$ cat config.mk
export PLATFORM = sky130hd
export DESIGN_NAME = fb_port_arbiter
export DESIGN_NICKNAME = d
export VERILOG_FILES = /design/src/rtl/fb_port_arbiter.sv
export SDC_FILE = /design/constraint.sdc
export NUM_CORES = 1
export LEC_CHECK = 0
export ABC_AREA = 1
export BUFFER_PORTS_ARGS = -buffer_cell sky130_fd_sc_hd__buf_4
export CAP_MARGIN = 5
export CELL_PAD_IN_SITES_DETAIL_PLACEMENT = 1
export CELL_PAD_IN_SITES_GLOBAL_PLACEMENT = 1
export CORE_MARGIN = 2
export CORE_UTILIZATION = 32
export DETAILED_ROUTE_END_ITERATION = 8
export PLACE_DENSITY = 0.9
export SETUP_SLACK_MARGIN = 0.5
export SYNTH_ARGS = -nofsm -noshare
export SYNTH_HDL_FRONTEND = slang
export SYNTH_SLANG_ARGS = --single-unit
$ cat constraint.sdc
create_clock -name clk_pixel -period 2.5 [get_ports clk_pixel]
set_clock_uncertainty 0.15 [all_clocks]
set_input_delay 0.375 -clock clk_pixel [delete_from_list [all_inputs] [get_ports clk_pixel]]
set_output_delay 0.375 -clock clk_pixel [all_outputs]
set_load 0.02 [all_outputs]
$ cat src/rtl/fb_port_arbiter.sv
// Round-robin arbiter between the SPI GPU path (requester 0) and the fill/blit
// engine (requester 1) for the framebuffer RGB plane and palette ports.
module fb_port_arbiter #(
    parameter int RGB_ADDR_W = 17,
    parameter int PAL_ADDR_W = 8,
    parameter int PAL_DEFER  = 1
) (
    input  logic                    clk_pixel,
    input  logic                    reset,

    input  logic [1:0]              req_valid,
    output logic [1:0]              req_ready,
    input  logic [1:0]              req_sel,
    input  logic [1:0]              req_we,
    input  logic [2*RGB_ADDR_W-1:0] req_addr,
    input  logic [47:0]             req_wdata,

    output logic [1:0]              rsp_valid,
    output logic [23:0]             rsp_data,

    input  logic                    vblank,

    output logic [RGB_ADDR_W-1:0]   framebuffer_rgb_addr,
    output logic [7:0]              framebuffer_rgb_in,
    output logic                    framebuffer_wren_rgb,
    input  logic [7:0]              framebuffer_rgb_out,
    output logic [PAL_ADDR_W-1:0]   framebuffer_palette_addr,
    output logic [23:0]             framebuffer_palette_in,
    output logic                    framebuffer_wren_palette,
    input  logic [23:0]             framebuffer_palette_out
);

    typedef struct packed {
        logic valid;
        logic owner;
        logic sel;
    } read_tag_t;

    logic [1:0]            eligible;
    logic [1:0]            grant;
    logic                  last;
    logic                  transfer;
    logic                  gidx;
    logic                  g_sel;
    logic                  g_we;
    logic [RGB_ADDR_W-1:0] g_addr;
    logic [23:0]           g_wdata;
    read_tag_t             tag1;
    read_tag_t             tag2;

    // Palette writes outside vblank are held back so a visible frame never tears.
    always_comb begin
        eligible = 2'b00;
        for (int i = 0; i < 2; i++) begin
            eligible[i] = req_valid[i] &&
                          !((PAL_DEFER != 0) && req_sel[i] && req_we[i] && !vblank);
        end
    end

    always_comb begin
        grant = 2'b00;
        if (reset) begin
            grant = 2'b00;
        end else if (eligible == 2'b11) begin
            grant = last ? 2'b01 : 2'b10;
        end else begin
            grant = eligible;
        end
    end

    assign req_ready = grant;
    assign transfer  = |(grant & req_valid);
    assign gidx      = grant[1];
    assign g_sel     = gidx ? req_sel[1] : req_sel[0];
    assign g_we      = gidx ? req_we[1] : req_we[0];
    assign g_addr    = gidx ? req_addr[2*RGB_ADDR_W-1:RGB_ADDR_W] : req_addr[RGB_ADDR_W-1:0];
    assign g_wdata   = gidx ? req_wdata[47:24] : req_wdata[23:0];

    always_ff @(posedge clk_pixel) begin
        if (reset) begin
            last                     <= 1'b1;
            framebuffer_rgb_addr     <= '0;
            framebuffer_rgb_in       <= '0;
            framebuffer_wren_rgb     <= 1'b0;
            framebuffer_palette_addr <= '0;
            framebuffer_palette_in   <= '0;
            framebuffer_wren_palette <= 1'b0;
        end else begin
            framebuffer_wren_rgb     <= 1'b0;
            framebuffer_wren_palette <= 1'b0;
            if (transfer) begin
                last <= gidx;
                if (g_sel) begin
                    framebuffer_palette_addr <= g_addr[PAL_ADDR_W-1:0];
                    framebuffer_palette_in   <= g_wdata;
                    framebuffer_wren_palette <= g_we;
                end else begin
                    framebuffer_rgb_addr     <= g_addr;
                    framebuffer_rgb_in       <= g_wdata[7:0];
                    framebuffer_wren_rgb     <= g_we;
                end
            end
        end
    end

    // Read tags track the framebuffer's one-cycle read latency so responses
    // land on the owner in grant order.
    always_ff @(posedge clk_pixel) begin
        if (reset) begin
            tag1      <= '0;
            tag2      <= '0;
            rsp_valid <= 2'b00;
            rsp_data  <= '0;
        end else begin
            tag1.valid <= transfer && !g_we;
            tag1.owner <= gidx;
            tag1.sel   <= g_sel;
            tag2       <= tag1;
            rsp_valid  <= 2'b00;
            if (tag2.valid) begin
                rsp_valid <= tag2.owner ? 2'b10 : 2'b01;
                rsp_data  <= tag2.sel ? framebuffer_palette_out
                                      : {16'b0, framebuffer_rgb_out};
            end
        end
    end

endmodule
======== Word-level counts from Yosys, hierarchy flattened ========
Index checks and enable logic that the tools add are counted.
storage, ports and cells
  register bits after elaboration ......... 92
  output and inout port bits .............. 87
  word-level logic and storage cells ...... 46
  bits of input ports ..................... 123
operators by class
  multiplexer cells ....................... 9
  equality and inequality tests ........... 1
  bitwise logic cells ..................... 4
  reduce and logical (&&, ||, !) cells .... 17
operators by type and width
  kind                                        count
  two-way mux 24 bit                          2
  two-way mux 17 bit                          1
  two-way mux 2 bit                           4
  logical AND 1 bit                           7
  OR reduction 3 bit                          2
  zero test 1 bit                             4
  AND reduction 2 bit                         2
  OR reduction 2 bit                          2
  inverter 1 bit                              3
  AND 2 bit                                   1
  equality test 2 bit, second input constant  1
  two-way mux 1 bit                           2

======== Longest topological paths before layout ========
  word-level depth ........................ 11
  mapped depth ............................ 12
  depth with buffers taken out ............ 10

======== Worst setup path before layout ========
OpenSTA, ideal clock, no wires.
  kind .................................... input-to-output
  start ................................... input vblank
  end ..................................... output req_ready[1]
  data arrival time ....................... 1,139 ps
  slack ................................... 836 ps
  path buffers ............................ 2
  data required time ...................... 1,975 ps
  stages on the path ...................... 8
  cell sequence ........................... inv_1 -> nand3_2 -> nand2_2 -> nor2_4 -> nand2_2 -> buf_4 -> inv_2 -> buf_2
between the ends
  cells in the longest elaborated chain, start to end .. 7
  elaborated cells between the ends (all ways) .. 10
  those cells by class .................... 1 x eq/ne; 2 x mux; 7 x reduce/logical
RTL lines
  element                RTL line  text
  start: declaration     21        input logic vblank,
  zero test 1 bit (*)    56        !((PAL_DEFER != 0) && req_sel[i] && req_we[i] && !vblank);
  logical AND 1 bit      56
  zero test 1 bit        56
  logical AND 1 bit      55        eligible[i] = req_valid[i] &&
  equality test 2 bit    64        end else if (eligible == 2'b11) begin
  two-way mux 2 bit (*)  64
  two-way mux 2 bit (*)  62        if (reset) begin
  end: declaration       12        output logic [1:0] req_ready,
Mark *: on every way between the ends. The rest lies on a longest branch, timed or not.

======== Worst setup path in the final report ========
  start ................................... register last
  end ..................................... output req_ready[1]
between the ends
  cells in the longest elaborated chain, start to end .. 3
RTL lines
  element                   RTL line  text
  start: declaration        41        logic last;
  start signal: assignment  92        last <= gidx;
  two-way mux 2 bit         65        grant = last ? 2'b01 : 2'b10;
  two-way mux 2 bit         64
  two-way mux 2 bit         62
No other way between the ends.

==> Implementation_results.wiki <==
{| class="wikitable"
! Metric !! Value
|-
| Result of the run || completed
|-
| Most common library cell in the layout ignoring fill and taps || sky130_fd_sc_hd__nand2_1
|-
| Complex-gate fraction of the synthesized area || 0.0488
|-
| Area added between synthesis and finish || 49.6%
|-
| Clock power frac || 0.393
|-
| Initial core utilization || 0.324
|-
| Number of nets in the synthesized netlist || 792
|-
| Startpoint class of the critical path || register
|-
| Share of cells above drive strength 1 || 0.293
|-
| Arrival time at the worst endpoint || 1.37 ns
|-
| Residual DRC || 0
|-
| CTS Sinks || 92
|-
| Parity-gate share of the synthesized area counting xor and xnor cells || 0
|-
| Final hold violation count || 0
|-
| Area enclosed by the die boundary || 0.0142 mm²
|-
| Congestion Overflow GR || 0
|-
| Cells after Synth || 669
|-
| Diodes inserted || 0
|-
| Max rail drop VDD || 0.266 mV
|-
| Detailed-route vias per instance || 4.52
|-
| Cells along the critical path || nand3_4 > nand2_4 > inv_6 > buf_4
|-
| CTS buffer count || 9
|-
| Master of the slowest instance on the critical path || sky130_fd_sc_hd__dfxtp_1
|-
| Maximum number of buffers from clock root to sink || 2
|-
| Max FO, Critical Path || 22
|-
| Max Clock Freq || 529 MHz
|-
| Setup repair after global routing missed its margin || false
|-
| Slew HR || 0.701
|-
| Detail Placement HPWL || 10400 µm
|-
| IO buf count || 209
|-
| Least-Margin Pin Slew || 0.447 ns
|-
| Insertion delay to the later sink of the worst-skew pair || 0.34 ns
|-
| Post-Route WL || 14100 µm
|-
| Top library cells by usage in the layout, fill and taps aside || sky130_fd_sc_hd__nand2_1 (242), sky130_fd_sc_hd__buf_4 (220), sky130_fd_sc_hd__nor2_1 (122)
|-
| Net count reported at finish || 987
|-
| First-pass detailed-route iteration total || 4
|-
| Simple-gate area share of the yosys netlist || 0.408
|-
| Number of non-filler instances in the completed layout || 1045
|-
| Combinational family with the most area after synthesis || simple AND/OR/NAND/NOR gates
|-
| Cell internal power dissipation || 0.00296 W
|-
| Post-synthesis instance area || 0.00423 mm²
|-
| Yosys warning total || 0
|-
| Width of the chip || 119 µm
|-
| Largest area contributor in the netlist || sky130_fd_sc_hd__dfxtp_1
|-
| Post-Place Cells || 1026
|-
| Slowest cell delay on critical path || 0.38 ns
|-
| Total area of multi-input combinational cells || 0.00194 mm²
|-
| Die extent in y || 119 µm
|-
| Number of placement rows || 42
|-
| Critical path type || reg -> out
|-
| Switching share of power || 0.282
|-
| Worst hold path class || in -> reg
|-
| Buffer type at the clock tree root || sky130_fd_sc_hd__clkbuf_16
|-
| Syn Area/Cell || 6.33 µm²
|-
| CTS tree || yes
|-
| Share of synthesized area occupied by flip-flops and latches || 0.435
|-
| Number of levels in the clock H-tree || 3
|-
| Number of I/O pins || 210
|-
| Largest cells by area after synthesis || sky130_fd_sc_hd__dfxtp_1 (43%), sky130_fd_sc_hd__nand2_1 (21%), sky130_fd_sc_hd__nor2_1 (11%), sky130_fd_sc_hd__inv_1 (6.3%), sky130_fd_sc_hd__nand3_1 (5.3%)
|-
| Adder and majority cell fraction of the synthesized area || 0
|-
| Average wire per cell in the routed design || 13.5 µm
|-
| Fraction of synthesized area in multiplexers || 0
|-
| Combined global-route utilization of all metal layers || 0.198
|-
| Remaining number of nets flagged by the antenna check after routing || 0
|-
| Post-route minimum period || 1.89 ns
|-
| Distinct cell type count of the synthesized netlist || 20
|-
| Final-report max-slew violation count || 0
|-
| Number of global-route vias before repair || 4727
|-
| 1st-iter DRT viols || 204
|-
| Power density over the cells || 651 mW/mm²
|-
| Final estimated routing congestion in global placement || 0.763
|-
| Count of filler cells inserted in the layout || 1718
|-
| Sum of negative setup slack || 0 ns
|-
| Clock-pin slew of the registers on the worst-case setup and hold paths || 0.07 ns
|-
| Finish-stage setup viols || 0
|-
| Flop and latch count out of synthesis || 92
|-
| Pin count of the biggest net entering global routing || 60
|-
| Area occupied by registers || 0.00184 mm²
|-
| Combinational cell fraction of total power || 0.214
|-
| Net switching power || 0.00116 W
|-
| Share of Yosys cell area claimed by the top area cell type || 0.435
|-
| Area of the core || 0.0131 mm²
|-
| Worst Path Required || 1.98 ns
|-
| Tcrit/Tclk final || 0.757
|-
| MaxCap Viol Count || 0
|-
| Type of element capturing the critical path || output port
|-
| Via total after detailed routing || 4724
|-
| Wire length of the first global-routing pass || 22700 µm
|-
| Power share of the sequential group || 0.393
|-
| Initial antenna violation count || 0
|-
| LEAKAGE || 3.47 nW
|}
[Yosys cell counts]
cell / number
sky130_fd_sc_hd__a21oi_1: 32
sky130_fd_sc_hd__a31oi_1: 1
sky130_fd_sc_hd__and3_1: 1
sky130_fd_sc_hd__buf_1: 2
sky130_fd_sc_hd__buf_2: 17
sky130_fd_sc_hd__buf_4: 3
sky130_fd_sc_hd__buf_6: 1
sky130_fd_sc_hd__clkbuf_1: 15
sky130_fd_sc_hd__dfxtp_1: 92
sky130_fd_sc_hd__inv_1: 71
sky130_fd_sc_hd__inv_2: 3
sky130_fd_sc_hd__nand2_1: 242
sky130_fd_sc_hd__nand2_2: 5
sky130_fd_sc_hd__nand3_1: 45
sky130_fd_sc_hd__nand3_2: 4
sky130_fd_sc_hd__nand3_4: 1
sky130_fd_sc_hd__nor2_1: 122
sky130_fd_sc_hd__nor2_4: 3
sky130_fd_sc_hd__nor3_1: 1
sky130_fd_sc_hd__o21ai_0: 8
[power groups by stage]
| stage | combinational [W] | clock, W | sequential, W |
|---|---|---|---|
| floorplan | 0.000366 | 0 | 0.00176 |
| detailed placement | 0.000880 | 0 | 0.00166 |
| global route | 0.000979 | 0.00173 | 0.00163 |
| finish | 0.000882 | 0.00162 | 0.00162 |
| CTS | 0.000891 | 0.00165 | 0.00162 |
| global placement | 0.000860 | 0 | 0.00165 |
[stage by stage]
stage	cell area, µm²	hold slack (ns)	setup WS [ns]	power [W]	utilization
2_1_floorplan	4230	0.238	0.836	0.00213	-
3_3_place_gp	5940	0.242	0.340	0.00251	0.454
3_5_place_dp	5940	0.252	0.259	0.00254	0.454
4_1_cts	6310	0.134	0.509	0.00417	0.483
5_1_grt	6340	0.152	0.490	0.00435	0.484
6_report	6340	0.145	0.608	0.00412	0.484
[critical path, delay by kind of cell (launching register included)]
| family | cells | cell delay (ns) |
|---|---|---|
| flip-flops | 1 | 0.38 |
| AND/OR/NAND/NOR | 2 | 0.37 |
| buffers and inverters | 2 | 0.27 |
[final cells by class]
cell class | count | area share
Clock buffer | 10 | 0.0377
Clock inverter | 6 | 0.0184
Inverter | 74 | 0.0446
Multi-Input combinational cell | 465 | 0.307
Sequential cell | 92 | 0.291
Tap cell | 176 | 0.0348
Timing Repair Buffer | 222 | 0.267
[logic make-up after synthesis]
group / Yosys count
AND/OR/NAND/NOR: 424
buffers and inverters: 112
AO/OA/AOI/OAI: 41
flip-flops: 92
[state kept, by name, summed over array words and instances (netlist names)]
signal and cells:
rsp_data 24, framebuffer_palette_in 24, rsp_valid 2, framebuffer_wren_rgb 1, tag2 3, last 1, framebuffer_wren_palette 1, framebuffer_palette_addr 8
framebuffer_rgb_addr 17, framebuffer_rgb_in 8, tag1 3
[path summary, 6_finish.rpt]
check	from	end	cells after the start	slack (ns)
worst max-delay path	last	req_ready[1]	4	0.61
worst min-delay path	framebuffer_rgb_out[1]	rsp_data[1]	3	0.15
worst max register to register	last	framebuffer_palette_addr[1]	6	0.74
worst min register to register	tag1[1]	tag2[1]	2	0.26
[timing repair]
action,4_1_cts,5_1_grt
setup buffers,0,3
pin swaps,0,1
endpoints found under the setup margin,1,7
gates resized for setup,4,0
hold buffers,0,0
[metal layers]
layer,vias to the layer above,global-route usage,wire length (µm)
met3,20,0.0503,989
met5,-,0,0
met4,0,0.0744,359
met2,146,0.349,6850
li1,2396,-,-
met1,2162,0.229,5880
Note: power is estimated with default switching activity, not from simulation.
